$ cat src/rtl/defines.svh
// defines.svh: global widths shared by the long-latency writeback path
`ifndef LONG_WB_DEFINES_SVH
`define LONG_WB_DEFINES_SVH
`define REG_ADDR_WIDTH 5
`define COMMIT_ID_WIDTH 4
`endif

$ cat src/rtl/long_wb_pkg.sv
// long_wb_pkg: writeback entry type and round-robin pick helper for long_wb_arb
`include "defines.svh"
package long_wb_pkg;
  localparam int REG_AW  = `REG_ADDR_WIDTH;
  localparam int CID_W   = `COMMIT_ID_WIDTH;
  localparam int MAX_SRC = 8;
  typedef struct packed {
    logic [CID_W-1:0]  commit_id;
    logic [REG_AW-1:0] rd_addr;
    logic              rd_we;
    logic [31:0]       rd_data;
  } wb_entry_t;
  function automatic logic [MAX_SRC-1:0] rr_pick(input logic [MAX_SRC-1:0] req, input logic [2:0] ptr, input int n);
    logic [MAX_SRC-1:0] gnt;
    logic found;
    int idx;
    gnt = '0;
    found = 1'b0;
    for (int k = 0; k < MAX_SRC; k++) begin
      if (k < n) begin
        idx = int'(ptr) + k;
        if (idx >= n) idx = idx - n;
        if (!found && req[idx[2:0]]) begin
          gnt[idx[2:0]] = 1'b1;
          found = 1'b1;
        end
      end
    end
    return gnt;
  endfunction
endpackage

$ cat src/rtl/long_wb_fifo.sv
// long_wb_fifo: single-clock FIFO of writeback entries with registered full/empty flags
module long_wb_fifo
  import long_wb_pkg::*;
#(
  parameter int DEPTH = 2
) (
  input  logic      clk,
  input  logic      rst_n,
  input  logic      push_i,
  input  logic      pop_i,
  input  wb_entry_t din_i,
  output wb_entry_t dout_o,
  output logic      full_o,
  output logic      empty_o
);
  localparam int AW = $clog2(DEPTH);
  localparam logic [AW:0] FULL_CNT = DEPTH[AW:0];
  wb_entry_t mem_q [DEPTH];
  logic [AW-1:0] wr_ptr_q, rd_ptr_q;
  logic [AW:0] cnt_q, cnt_d;
  logic full_q, empty_q;
  // occupancy after this cycle's push/pop
  always_comb cnt_d = cnt_q + {{AW{1'b0}}, push_i} - {{AW{1'b0}}, pop_i};
  // storage needs no reset: entries are only read while the FIFO is non-empty
  always_ff @(posedge clk)
    if (push_i) mem_q[wr_ptr_q] <= din_i;
  // pointers and flags; full comes out of reset set so nothing is accepted until the first clock
  always_ff @(posedge clk or negedge rst_n)
    if (!rst_n) begin
      wr_ptr_q <= '0;
      rd_ptr_q <= '0;
      cnt_q    <= '0;
      full_q   <= 1'b1;
      empty_q  <= 1'b1;
    end else begin
      if (push_i) wr_ptr_q <= wr_ptr_q + 1'b1;
      if (pop_i) rd_ptr_q <= rd_ptr_q + 1'b1;
      cnt_q   <= cnt_d;
      full_q  <= cnt_d == FULL_CNT;
      empty_q <= cnt_d == '0;
    end
  assign dout_o  = mem_q[rd_ptr_q];
  assign full_o  = full_q;
  assign empty_o = empty_q;
endmodule

$ cat src/rtl/long_wb_arb.sv
// long_wb_arb: round-robin writeback arbiter for long-latency units; define LONG_WB_BYPASS_EN to let an empty-FIFO source skip its buffer
`include "defines.svh"
module long_wb_arb
  import long_wb_pkg::*;
#(
  parameter int NUM_SRC    = 3,
  parameter int FIFO_DEPTH = 2
) (
  input  logic                                clk,
  input  logic                                rst_n,
  input  logic [NUM_SRC-1:0]                  src_valid_i,
  output logic [NUM_SRC-1:0]                  src_ready_o,
  input  logic [NUM_SRC*`COMMIT_ID_WIDTH-1:0] src_commit_id_i,
  input  logic [NUM_SRC*`REG_ADDR_WIDTH-1:0]  src_rd_addr_i,
  input  logic [NUM_SRC-1:0]                  src_rd_we_i,
  input  logic [NUM_SRC*32-1:0]               src_rd_data_i,
  output logic                                reg_we_o,
  output logic [`REG_ADDR_WIDTH-1:0]          reg_waddr_o,
  output logic [31:0]                         reg_wdata_o,
  output logic                                commit_valid_o,
  output logic [`COMMIT_ID_WIDTH-1:0]         commit_id_o
);
  wb_entry_t in_e [NUM_SRC];
  wb_entry_t head [NUM_SRC];
  wb_entry_t win;
  logic [NUM_SRC-1:0] full, empty, push, pop, req, byp, gnt;
  logic any_gnt;
  logic [2:0] g_idx, rr_ptr_q, rr_ptr_d;
  logic commit_valid_q, reg_we_q;
  logic [CID_W-1:0] commit_id_q;
  logic [REG_AW-1:0] reg_waddr_q;
  logic [31:0] reg_wdata_q;
  for (genvar i = 0; i < NUM_SRC; i++) begin : g_src
    assign in_e[i] = '{commit_id: src_commit_id_i[i*CID_W +: CID_W],
                       rd_addr:   src_rd_addr_i[i*REG_AW +: REG_AW],
                       rd_we:     src_rd_we_i[i],
                       rd_data:   src_rd_data_i[i*32 +: 32]};
    long_wb_fifo #(.DEPTH(FIFO_DEPTH)) u_fifo (
      .clk     (clk),
      .rst_n   (rst_n),
      .push_i  (push[i]),
      .pop_i   (pop[i]),
      .din_i   (in_e[i]),
      .dout_o  (head[i]),
      .full_o  (full[i]),
      .empty_o (empty[i])
    );
  end
  // requests, round-robin grant, FIFO steering and winning payload
  always_comb begin
`ifdef LONG_WB_BYPASS_EN
    byp = empty & ~full & src_valid_i;
`else
    byp = '0;
`endif
    req = ~empty | byp;
    gnt = NUM_SRC'(rr_pick(MAX_SRC'(req), rr_ptr_q, NUM_SRC));
    pop = gnt & ~empty;
    push = src_valid_i & ~full & ~(gnt & empty);
    any_gnt = |gnt;
    g_idx = '0;
    win = '0;
    for (int k = 0; k < NUM_SRC; k++)
      if (gnt[k]) begin
        g_idx = 3'(k);
        win = empty[k] ? in_e[k] : head[k];
      end
    rr_ptr_d = !any_gnt ? rr_ptr_q : (int'(g_idx) == NUM_SRC - 1) ? 3'd0 : g_idx + 3'd1;
  end
  // round-robin pointer and registered writeback/commit outputs
  always_ff @(posedge clk or negedge rst_n)
    if (!rst_n) begin
      rr_ptr_q       <= '0;
      commit_valid_q <= 1'b0;
      reg_we_q       <= 1'b0;
      commit_id_q    <= '0;
      reg_waddr_q    <= '0;
      reg_wdata_q    <= '0;
    end else begin
      rr_ptr_q       <= rr_ptr_d;
      commit_valid_q <= any_gnt;
      reg_we_q       <= any_gnt && win.rd_we && (win.rd_addr != '0);
      if (any_gnt) begin
        commit_id_q <= win.commit_id;
        reg_waddr_q <= win.rd_addr;
        reg_wdata_q <= win.rd_data;
      end
    end
  assign src_ready_o    = ~full;
  assign commit_valid_o = commit_valid_q;
  assign reg_we_o       = reg_we_q;
  assign commit_id_o    = commit_id_q;
  assign reg_waddr_o    = reg_waddr_q;
  assign reg_wdata_o    = reg_wdata_q;
endmodule

$ cat config.mk
export PLATFORM = sky130hd
export DESIGN_NAME = long_wb_arb
export DESIGN_NICKNAME = d
export VERILOG_FILES = /design/src/rtl/long_wb_pkg.sv /design/src/rtl/long_wb_fifo.sv /design/src/rtl/long_wb_arb.sv
export VERILOG_INCLUDE_DIRS = /design/src /design/src/rtl
export SDC_FILE = /design/constraint.sdc
export NUM_CORES = 1
export LEC_CHECK = 0
export CORE_MARGIN = 3
export CORE_UTILIZATION = 40
export DETAILED_ROUTE_END_ITERATION = 8
export GPL_TIMING_DRIVEN = 0
export PLACE_DENSITY_LB_ADDON = 0.3
export SLEW_MARGIN = 25
export SYNTH_ARGS = -nofsm -noshare
export SYNTH_HDL_FRONTEND = slang
export SYNTH_SLANG_ARGS = --single-unit
$ cat constraint.sdc
create_clock -name clk -period 9.1 [get_ports clk]
set_input_delay 2.275 -clock clk [delete_from_list [all_inputs] [get_ports clk]]
set_output_delay 2.275 -clock clk [all_outputs]
set_load 0.005 [all_outputs]
==> metrics.csv, run 1 <==
metric,value,unit
status,"complete, no violations",
clock buffer depth,3,
buffer count from post-CTS setup fixing,0,
Total Routed Length,31.0,mm
DRC viols,0,
Hold Fails Final Rpt,0,
CP Data Required Time,9530,ps
"Seq/Total Area, Yosys",70.4,%
Post-Synthesis Cells,853,
most repeated library cell on the critical path,ha_1,
die height,187,um
hold_buf cts,0,
initial antenna violation count,3,
TritonRoute pass-1 iters,5,
first-pass GRT wire length,48.8,mm
max cap viols,0,
row count,65,
cts bufs inserted,35,
fraction of registers with async set/reset,20.3,%
synthesized area per cell,15.3,um2
PD cells,417,nW/um2
min Tclk post-route,4450,ps
CTS HTree Levels,2,
"Top FF cell, synth",edfxtp_1,
DR WL/cell,20.2,um
RSZ-0062 raised after global routing,false,
max_slew headroom,37.6,%
Vias/cell,5.16,
Slew @ Worst Pin,936,ps
root buf cell,clkbuf_16,
post-synth cell types,61,
number of routed nets with antenna violations,0,
Vias,7921,
Area Overhead vs Synth,28.0,%
clock-pin slew on the worst setup and hold paths,60,ps
CP max stage cell,dfrtp_1,
grt ovf,0,
post-CTS sizing,0,
Worst Slack Setup Final,4650,ps
main combinational cell family by area after synthesis,compound AO/OA/AOI/OAI gates,
Met1 Wirelength,13.3,mm
worst-path fanout max,10,
Post-Synth XOR/XNOR Area,0.874,%
Clock Sinks,316,
P_leak,6.14,nW
syn_nets,998,
ranking of synthesized cells by area,"edfxtp_1 58%, dfrtp_1 11%, mux2i_1 9.7%",
dominant cell by count in the synthesized netlist,edfxtp_1,
Total Routing Usage GR,17.8,%
vias in the first global route,8488,
met2 wire length,15.1,mm
Setup Skew,13.8,ps
core footprint,31800,um2
Initial Util,41.0,%
final max-slew violation count,0,
I/O pin cnt,177,
Routed met3 length,1.81,mm
Die X-Extent,187,um
final cell count without fillers,1535,
synth warn,0,
Power Total,6.96,mW
synthesis-stage register bit count,316,
"CP delay by family, top",simple AND/OR/NAND/NOR gates,
"Arr. time, crit path",4880,ps
largest net degree at the start of global routing,43,
"Core Util, Final",52.5,%
setup_tns,0,ps
Adder-Cell Fraction of Synth Area,1.34,%
Buf/Inv on CP,3,
dpl cells,1472,
Synth Area in Simple Gates,4.30,%
Max Clk Rate,225,MHz
Post-synth top cells,"252 x edfxtp_1, 126 x mux2i_1, 58 x dfrtp_1",
worst-path cell chain,"ha_1, ha_1, or3_1, o22ai_1, a31oi_2, or2_1, nand4_1, o2bb2ai_1, buf_6, clkbuf_1, nor2_1, ha_1, inv_1, ha_1, xnor2_1, xnor2_1, nor2b_1",
period utilisation layout,48.9,%
largest area contributor in the netlist,edfxtp_1,
DRT iter0 DRCs,553,
dpl ws,4630,ps
Hold Crit Class,reg2reg,
Setup crit end kind,flop,
peak supply drop,0.196,mV
critical path class,reg2reg,
highest routed layer,met5,
complex-gate fraction of the synthesized area,10.7,%
Syn Std Cell Area,13000,um2
I/O Buffers,176,
Post-synth EDFFs,252,
CP max stage delay,520,ps
TritonCTS clock tree,yes,
crit path launch type,flop,
worst-skew pair later-pin latency,510,ps
DIE AREA,34800,um2
setup violators final,0,
post-DP HPWL,21.6,mm
share of the synthesized area in the top cell type,58.1,%
gpl congestion,0.795,
share of layout cells above drive strength 1,8.92,%
Final nets,1219,
post-synthesis mux area share,10.2,%
-- placed cells by master (no fill, tap or decap), types with 3 or more instances in the layout --
master,count
mux2_2,6
buf_12,5
buf_2,4
o21ai_0,43
o22ai_1,3
o22a_1,37
clkinv_2,4
and2_4,3
edfxtp_1,252
nor2_1,51
clkbuf_16,37
inv_1,16
nand2b_1,4
buf_4,3
buf_6,3
or3_1,4
buf_16,3
ha_1,14
a2bb2oi_1,36
a21oi_1,46
nor2b_4,3
nand2_1,18
dfrtp_1,58
buf_1,4
o221ai_1,6
inv_2,3
nor2b_1,9
dfstp_2,6
clkinv_1,3
xor2_1,5
nor3_1,4
clkdlybuf4s50_1,175
mux2i_1,126
clkbuf_1,47
xnor2_1,8
bufinv_16,3
or4_1,3
a211oi_1,3
o211ai_1,3
-- registers in the layout (all words and copies together), names as in the netlist --
name / cells
reg_wdata_o: 32
g_src.u_fifo.rd_ptr_q: 3
g_src.u_fifo.empty_o: 3
g_src.u_fifo.mem_q: 252
reg_waddr_o: 5
rr_ptr_q: 3
reg_we_o: 1
commit_id_o: 4
g_src.u_fifo.wr_ptr_q: 3
commit_valid_o: 1
g_src.u_fifo.cnt_q: 6
g_src.u_fifo.full_o: 3
-- layer usage --
| layer | up-vias | global-route usage (%) |
|---|---|---|
| li1 | 3739 | - |
| met1 | 3878 | 23.6 |
| met2 | 236 | 29.8 |
| met3 | 64 | 3.68 |
| met4 | 4 | 5.55 |
| met5 | - | 0 |
-- area by class of cell --
class / count / area (um2)
timing repair buffer: 184 / 1940
antenna: 1 / 2.50
inverter: 19 / 71.3
fill: 2592 / 15100
sequential: 316 / 9180
tap: 435 / 544
multi-input combinational: 470 / 3600
buffer: 48 / 215
clock buffer: 50 / 985
clock inverter: 12 / 146
-- through the flow --
stage | hold WS [ps] | cell area [um2]
2_1_floorplan | 455 | 13000
4_1_cts | 545 | 16700
3_3_place_gp | 471 | 15300
3_5_place_dp | 534 | 15500
5_1_grt | 572 | 16700
6_report | 548 | 16700
-- worst reg2reg max path, cell delays in order, from the launching register on --
cell       delay (ps)
dfrtp_1           520
ha_1              270
ha_1              370
or3_1             440
o22ai_1           220
a31oi_2            90
or2_1             250
nand4_1           110
o2bb2ai_1         280
buf_6             240
clkbuf_1          400
nor2_1            150
ha_1              300
inv_1              40
ha_1              180
xnor2_1           130
xnor2_1           220
nor2b_1           180
-- cells by family (layout without fill, tap and decap cells) --
logic type	Yosys count	after routing
fa+ha+maj	14	14
buf+inv	67	313
compound gates	197	197
mux	132	132
other cells	0	1
flops	316	316
simple gates	114	114
xor+xnor	13	13
-- worst paths after layout --
check	start	to	slack [ps]	cells past startpoint
worst min-delay path	reg_wdata_o[31]	reg_wdata_o[31]	550	1
max in group asynchronous	rst_n	g_src[0].u_fifo.full_o	6780	2
worst max register to register	rr_ptr_q[1]	g_src[0].u_fifo.full_o	4650	17
min in group asynchronous	rst_n	commit_valid_o	1690	1
worst max-delay path	rr_ptr_q[1]	g_src[0].u_fifo.full_o	4650	17
worst min register to register	reg_wdata_o[31]	reg_wdata_o[31]	550	1
-- where the power goes --
group	switching, mW	total, mW	internal [mW]
logic	1.91	3.36	1.45
registers	0.165	2.24	2.07
clock network	0.533	1.37	0.840
total	2.60	6.96	4.36
Note: power is estimated with default switching activity, not from simulation.
==> run 2, diff against run 1 <==
clock period = 4.62 ns   (was 9.1 ns; I/O delays follow)
==> metrics.csv, run 2 (same netlist as run 1, synthesis figures left out) <==
metric,value,unit,change
CP Capture Point,g_src[0].u_fifo.mem_q[1][15],,was g_src[0].u_fifo.full_o
max_slew headroom,38.3,%,was 37.6%
I/O pin cnt,177,,unchanged
largest net degree at the start of global routing,43,,unchanged
DIE AREA,34800,um2,unchanged
Die X-Extent,187,um,unchanged
status,"complete, no violations",,unchanged
Hold Fails Final Rpt,0,,unchanged
clock buffer depth,3,,unchanged
RSZ-0062 raised after global routing,false,,unchanged
Final nets,1217,,"was 1,219"
Initial Util,41.0,%,unchanged
core footprint,31800,um2,unchanged
Hold Crit Class,in2async,,was reg2reg
"Most flops, register",g_src.u_fifo.mem_q,,unchanged
Vias/cell,5.21,,was 5.16
peak supply drop,0.439,mV,was 0.196 mV
Hold WS,555,ps,was 548 ps
DR WL/cell,20.6,um,was 20.2 um
post-CTS sizing,0,,unchanged
number of routed nets with antenna violations,0,,unchanged
max FFs per register,252,,unchanged
TritonRoute pass-1 iters,5,,unchanged
Clock Sinks,316,,unchanged
share of layout cells above drive strength 1,9.21,%,was 8.92%
Setup Skew,19.5,ps,was 13.8 ps
hold_buf cts,0,,unchanged
P_leak,6.13,nW,was 6.14 nW
critical path class,reg2reg,,unchanged
Setup crit end kind,flop,,unchanged
register-to-register setup slack,500,ps,was 4650 ps
Total Routing Usage GR,17.9,%,was 17.8%
r2r startpoint,rr_ptr_q[1],,unchanged
Total Routed Length,31.6,mm,was 31.0 mm
vias in the first global route,8447,,"was 8,488"
buffer count from post-CTS setup fixing,0,,unchanged
post-DP HPWL,21.8,mm,was 21.6 mm
CP Data Required Time,4750,ps,was 9530 ps
met1 usage in global routing,23.5,%,was 23.6%
worst setup path start,rr_ptr_q[1],,unchanged
root buf cell,clkbuf_16,,unchanged
Slew @ Worst Pin,926,ps,was 936 ps
CTS HTree Levels,2,,unchanged
Max Clk Rate,243,MHz,was 225 MHz
GRT met3 Usage,3.25,%,was 3.68%
"most common cell after layout, fill and taps aside",edfxtp_1,,unchanged
I/O Buffers,176,,unchanged
cts bufs inserted,34,,was 35
setup violators final,0,,unchanged
TritonCTS clock tree,yes,,unchanged
FILL cells,2628,,"was 2,592"
min Tclk post-route,4120,ps,was 4450 ps
GRT busiest layer,met2,,unchanged
final max-slew violation count,0,,unchanged
Area Overhead vs Synth,27.7,%,was 28.0%
"Arr. time, crit path",4240,ps,was 4880 ps
period utilisation layout,89.1,%,was 48.9%
register area,9180,um2,unchanged
area of the multi-input gates,3600,um2,unchanged
DRT iter0 DRCs,628,,was 553
Power Total,13.6,mW,was 6.96 mW
first-pass GRT wire length,49.0,mm,was 48.8 mm
Reg-to-Reg End,g_src[0].u_fifo.mem_q[1][15],,was g_src[0].u_fifo.full_o
worst-path fanout max,42,,was 10
crit path launch type,flop,,unchanged
max cap viols,0,,unchanged
most frequent cells in the layout,"252 x edfxtp_1, 175 x clkdlybuf4s50_1, 126 x mux2i_1",,unchanged
row count,65,,unchanged
worst-skew pair later-pin latency,500,ps,was 510 ps
grt ovf,0,,unchanged
PD cells,817,nW/um2,was 417 nW/um2
gpl congestion,0.777,,was 0.795
Worst Reg-to-Reg Cells,11,,was 17
setup_tns,0,ps,unchanged
die height,187,um,unchanged
DRC viols,0,,unchanged
GR Util met2,30.4,%,was 29.8%
Vias,8000,,"was 7,921"
initial antenna violation count,6,,was 3
clock-pin slew on the worst setup and hold paths,60,ps,about the same
run 2: cell count changes in the layout (fill, tap and decap cells not counted), sizes merged:
cell | previous run | this run
clkbuf | 85 | 89
clkinv | 9 | 5
bufinv | 3 | 0
diode | 1 | 4
inv | 19 | 20
run 2: per-layer routing:
layer / share of wire (%) / vias to the layer above / routed length [um]
li1: - / 3732 / -
met1: 44 / 3998 / 13800
met2: 49 / 219 / 15500
met5: 0.085 / - / 27
met4: 2.5 / 4 / 775
met3: 4.8 / 47 / 1520
run 2: worst min-delay path by stage:
stage,to,from
after CTS,g_src[0].u_fifo.wr_ptr_q,g_src[0].u_fifo.wr_ptr_q
final,commit_valid_o,rst_n
after global routing,g_src[0].u_fifo.wr_ptr_q,g_src[0].u_fifo.wr_ptr_q
after global placement,g_src[2].u_fifo.wr_ptr_q,g_src[2].u_fifo.wr_ptr_q
after floorplan,g_src[1].u_fifo.wr_ptr_q,g_src[1].u_fifo.wr_ptr_q
after detailed placement,g_src[0].u_fifo.wr_ptr_q,g_src[0].u_fifo.wr_ptr_q
run 2: final cells by class:
class                           instances  share of cell area (%)
Sequential cell                       316                    55.2
Clock inverter                          6                   0.203
Clock buffer                           55                    6.26
Tap cell                              435                    3.27
Timing Repair Buffer                  184                    11.7
Multi-Input combinational cell        470                    21.6
Buffer                                 47                    1.27
Antenna cell                            4                  0.0602
Inverter                               19                   0.429
run 2: through the flow:
stage / util [%] / worst slack [ps] / instance area [um2] / cells
after floorplan: - / 540 / 13000 / 853
after global placement: 48.2 / -1250 / 15300 / 1464
after detailed placement: 48.9 / 156 / 15600 / 1472
after CTS: 52.3 / 125 / 16600 / 1533
after global routing: 52.3 / 230 / 16600 / 1536
final: 52.3 / 505 / 16600 / 1536
run 2: where the power goes:
group          switching [mW]  internal, mW
clock                    1.05          1.54
sequential              0.328          4.08
combinational            3.75          2.85
total                    5.12          8.47
run 2: critical path, cell delays in order, from the launching register on:
cell       delay (ps)
dfrtp_1           500
ha_1              260
ha_1              380
or3_1             430
o22ai_1           250
a31oi_2           100
or2_1             260
nand4_1           110
o2bb2ai_1         270
buf_6             280
o211a_1           250
and2_4            610
==> run 3, diff against run 2 <==
GPL_TIMING_DRIVEN = not set   (was 0)
==> metrics.csv, run 3 (same netlist as run 1, synthesis figures left out) <==
metric,value,unit,change
met2 wire length,14.8,mm,was 15.5 mm
setup violators final,0,,unchanged
highest routed layer,met5,,unchanged
period utilisation layout,91.3,%,was 89.1%
TritonRoute pass-1 iters,5,,unchanged
clock buffer depth,3,,unchanged
gpl congestion,0.795,,was 0.777
Clock Sinks,316,,unchanged
die height,187,um,unchanged
crit path launch type,flop,,unchanged
DRT iter0 DRCs,508,,was 628
Initial Util,41.0,%,unchanged
CP Data Required Time,5050,ps,was 4750 ps
Total Routing Usage GR,17.1,%,was 17.9%
number of routed nets with antenna violations,0,,unchanged
Met1 Wirelength,12.7,mm,was 13.8 mm
first-pass GRT wire length,46.7,mm,was 49.0 mm
row count,65,,unchanged
core footprint,31800,um2,unchanged
worst setup path start,rr_ptr_q[0],,was rr_ptr_q[1]
most frequent cells in the layout,"252 x edfxtp_1, 175 x clkdlybuf4s50_1, 126 x mux2i_1",,unchanged
largest net degree at the start of global routing,74,,was 43
CP max stage cell,dfrtp_1,,was and2_4
max cap viols,0,,unchanged
I/O Buffers,176,,unchanged
P_leak,6.12,nW,was 6.13 nW
peak supply drop,0.633,mV,was 0.439 mV
critical path class,reg2reg,,unchanged
hold_buf cts,0,,unchanged
DRC viols,0,,unchanged
Final nets,1185,,"was 1,217"
Die X-Extent,187,um,unchanged
clock-pin slew on the worst setup and hold paths,60,ps,about the same
Worst Hold Launch,g_src[2].u_fifo.wr_ptr_q,,
worst-path fanout max,26,,was 42
Max Clk Rate,237,MHz,was 243 MHz
Vias/cell,5.17,,was 5.21
vias in the first global route,8102,,"was 8,447"
"Core Util, Final",52.1,%,was 52.3%
root buf cell,clkbuf_16,,unchanged
worst-skew pair later-pin latency,500,ps,about the same
Setup crit end kind,flop,,unchanged
buffer count from post-CTS setup fixing,0,,unchanged
CP max stage delay,830,ps,was 610 ps
status,"complete, no violations",,unchanged
RSZ-0062 raised after global routing,false,,unchanged
I/O pin cnt,177,,unchanged
Setup Skew,11.4,ps,was 19.5 ps
DR WL/cell,20.2,um,was 20.6 um
share of layout cells above drive strength 1,10.8,%,was 9.21%
TritonCTS clock tree,yes,,unchanged
max_slew headroom,40.9,%,was 38.3%
r2r startpoint,rr_ptr_q[0],,was rr_ptr_q[1]
PD cells,825,nW/um2,was 817 nW/um2
final max-slew violation count,0,,unchanged
Routed met3 length,2.00,mm,was 1.52 mm
post-CTS sizing,0,,unchanged
Area Overhead vs Synth,27.2,%,was 27.7%
"Most flops, register",g_src.u_fifo.mem_q,,unchanged
grt ovf,0,,unchanged
setup_tns,0,ps,unchanged
Hold Crit Class,reg2reg,,was in2async
CTS HTree Levels,2,,unchanged
Total Routed Length,30.4,mm,was 31.6 mm
initial antenna violation count,6,,unchanged
most repeated library cell on the critical path,ha_1,,unchanged
worst-path cell chain,"ha_1, ha_1, or3_1, o22ai_1, a31oi_2, or2_1, nand4_1, o2bb2ai_4, nor2_1, ha_1, inv_1, ha_1, xnor2_1, xnor2_1, nor2b_1",,"was ha_1, ha_1, or3_1, o22ai_1, a31oi_2, or2_1, nand4_1, o2bb2ai_1, buf_6, o211a_1, and2_4"
Hold Fails Final Rpt,0,,unchanged
DIE AREA,34800,um2,unchanged
Slew @ Worst Pin,887,ps,was 926 ps
"Arr. time, crit path",4650,ps,was 4240 ps
max FFs per register,252,,unchanged
cts bufs inserted,34,,unchanged
min Tclk post-route,4220,ps,was 4120 ps
post-DP HPWL,20.0,mm,was 21.8 mm
"most common cell after layout, fill and taps aside",edfxtp_1,,unchanged
Vias,7780,,"was 8,000"
-- run 3: cell count changes in the layout (fill, tap and decap cells not counted), moves of 2 or more --
cell       change
buf_6          -3
buf_12         -2
bufinv_16      +5
dfrtp_2        +3
and2_4         -3
clkbuf_1      -36
and2_2         +3
buf_16         -4
buf_4         +19
clkbuf_8       -5
buf_1          -4
dfrtp_1        -3
buf_2          -4
-- run 3: area by class of cell --
type	instances	area [um2]
fill	2651	15200
sequential	316	9180
multi-input combinational	470	3630
timing repair buffer	199	1960
clock buffer	49	990
tap	435	544
clock inverter	12	195
inverter	19	71.3
antenna	5	12.5
-- run 3: path summary, 6_finish.rpt --
kind                       slack [ps]  cells past startpoint                       end
hold reg to reg                   540                      1  g_src[2].u_fifo.wr_ptr_q
min in group asynchronous         780                      1            commit_valid_o
setup / recovery                  400                     15    g_src[0].u_fifo.full_o
setup reg to reg                  400                     15    g_src[0].u_fifo.full_o
hold / removal                    540                      1  g_src[2].u_fifo.wr_ptr_q
max in group asynchronous        3210                      1  g_src[0].u_fifo.rd_ptr_q
-- run 3: critical path: cells and delay by family, from the launching register on --
kind / cells / cell delay, ps
AO/OA/AOI/OAI: 3 / 670
XOR/XNOR: 2 / 360
adder cells (fa/ha/maj): 4 / 1080
buffers and inverters: 1 / 30
flip-flops: 1 / 830
AND/OR/NAND/NOR: 5 / 1180
-- run 3: stage by stage --
step	worst slack [ps]	area, um2	instances	hold WS [ps]	power, mW
detailed placement	497	15400	1439	532	10.9
CTS	466	16600	1500	546	13.8
floorplan	540	13000	853	455	8.74
global placement	681	15400	1439	522	10.7
global route	168	16600	1505	567	14.5
finish	403	16600	1505	544	13.7
-- run 3: layer usage --
metal,GRT usage (%),vias up
li1,-,3685
met1,21.9,3784
met2,28.3,250
met3,4.32,59
met4,6.22,2
met5,0,-
-- run 3: report_power, final --
part / internal [mW] / switching [mW] / leakage [nW]
logic: 2.76 / 3.48 / 2.46
registers: 4.08 / 0.507 / 3.08
clock network: 1.78 / 1.07 / 0.579
total: 8.61 / 5.06 / 6.12
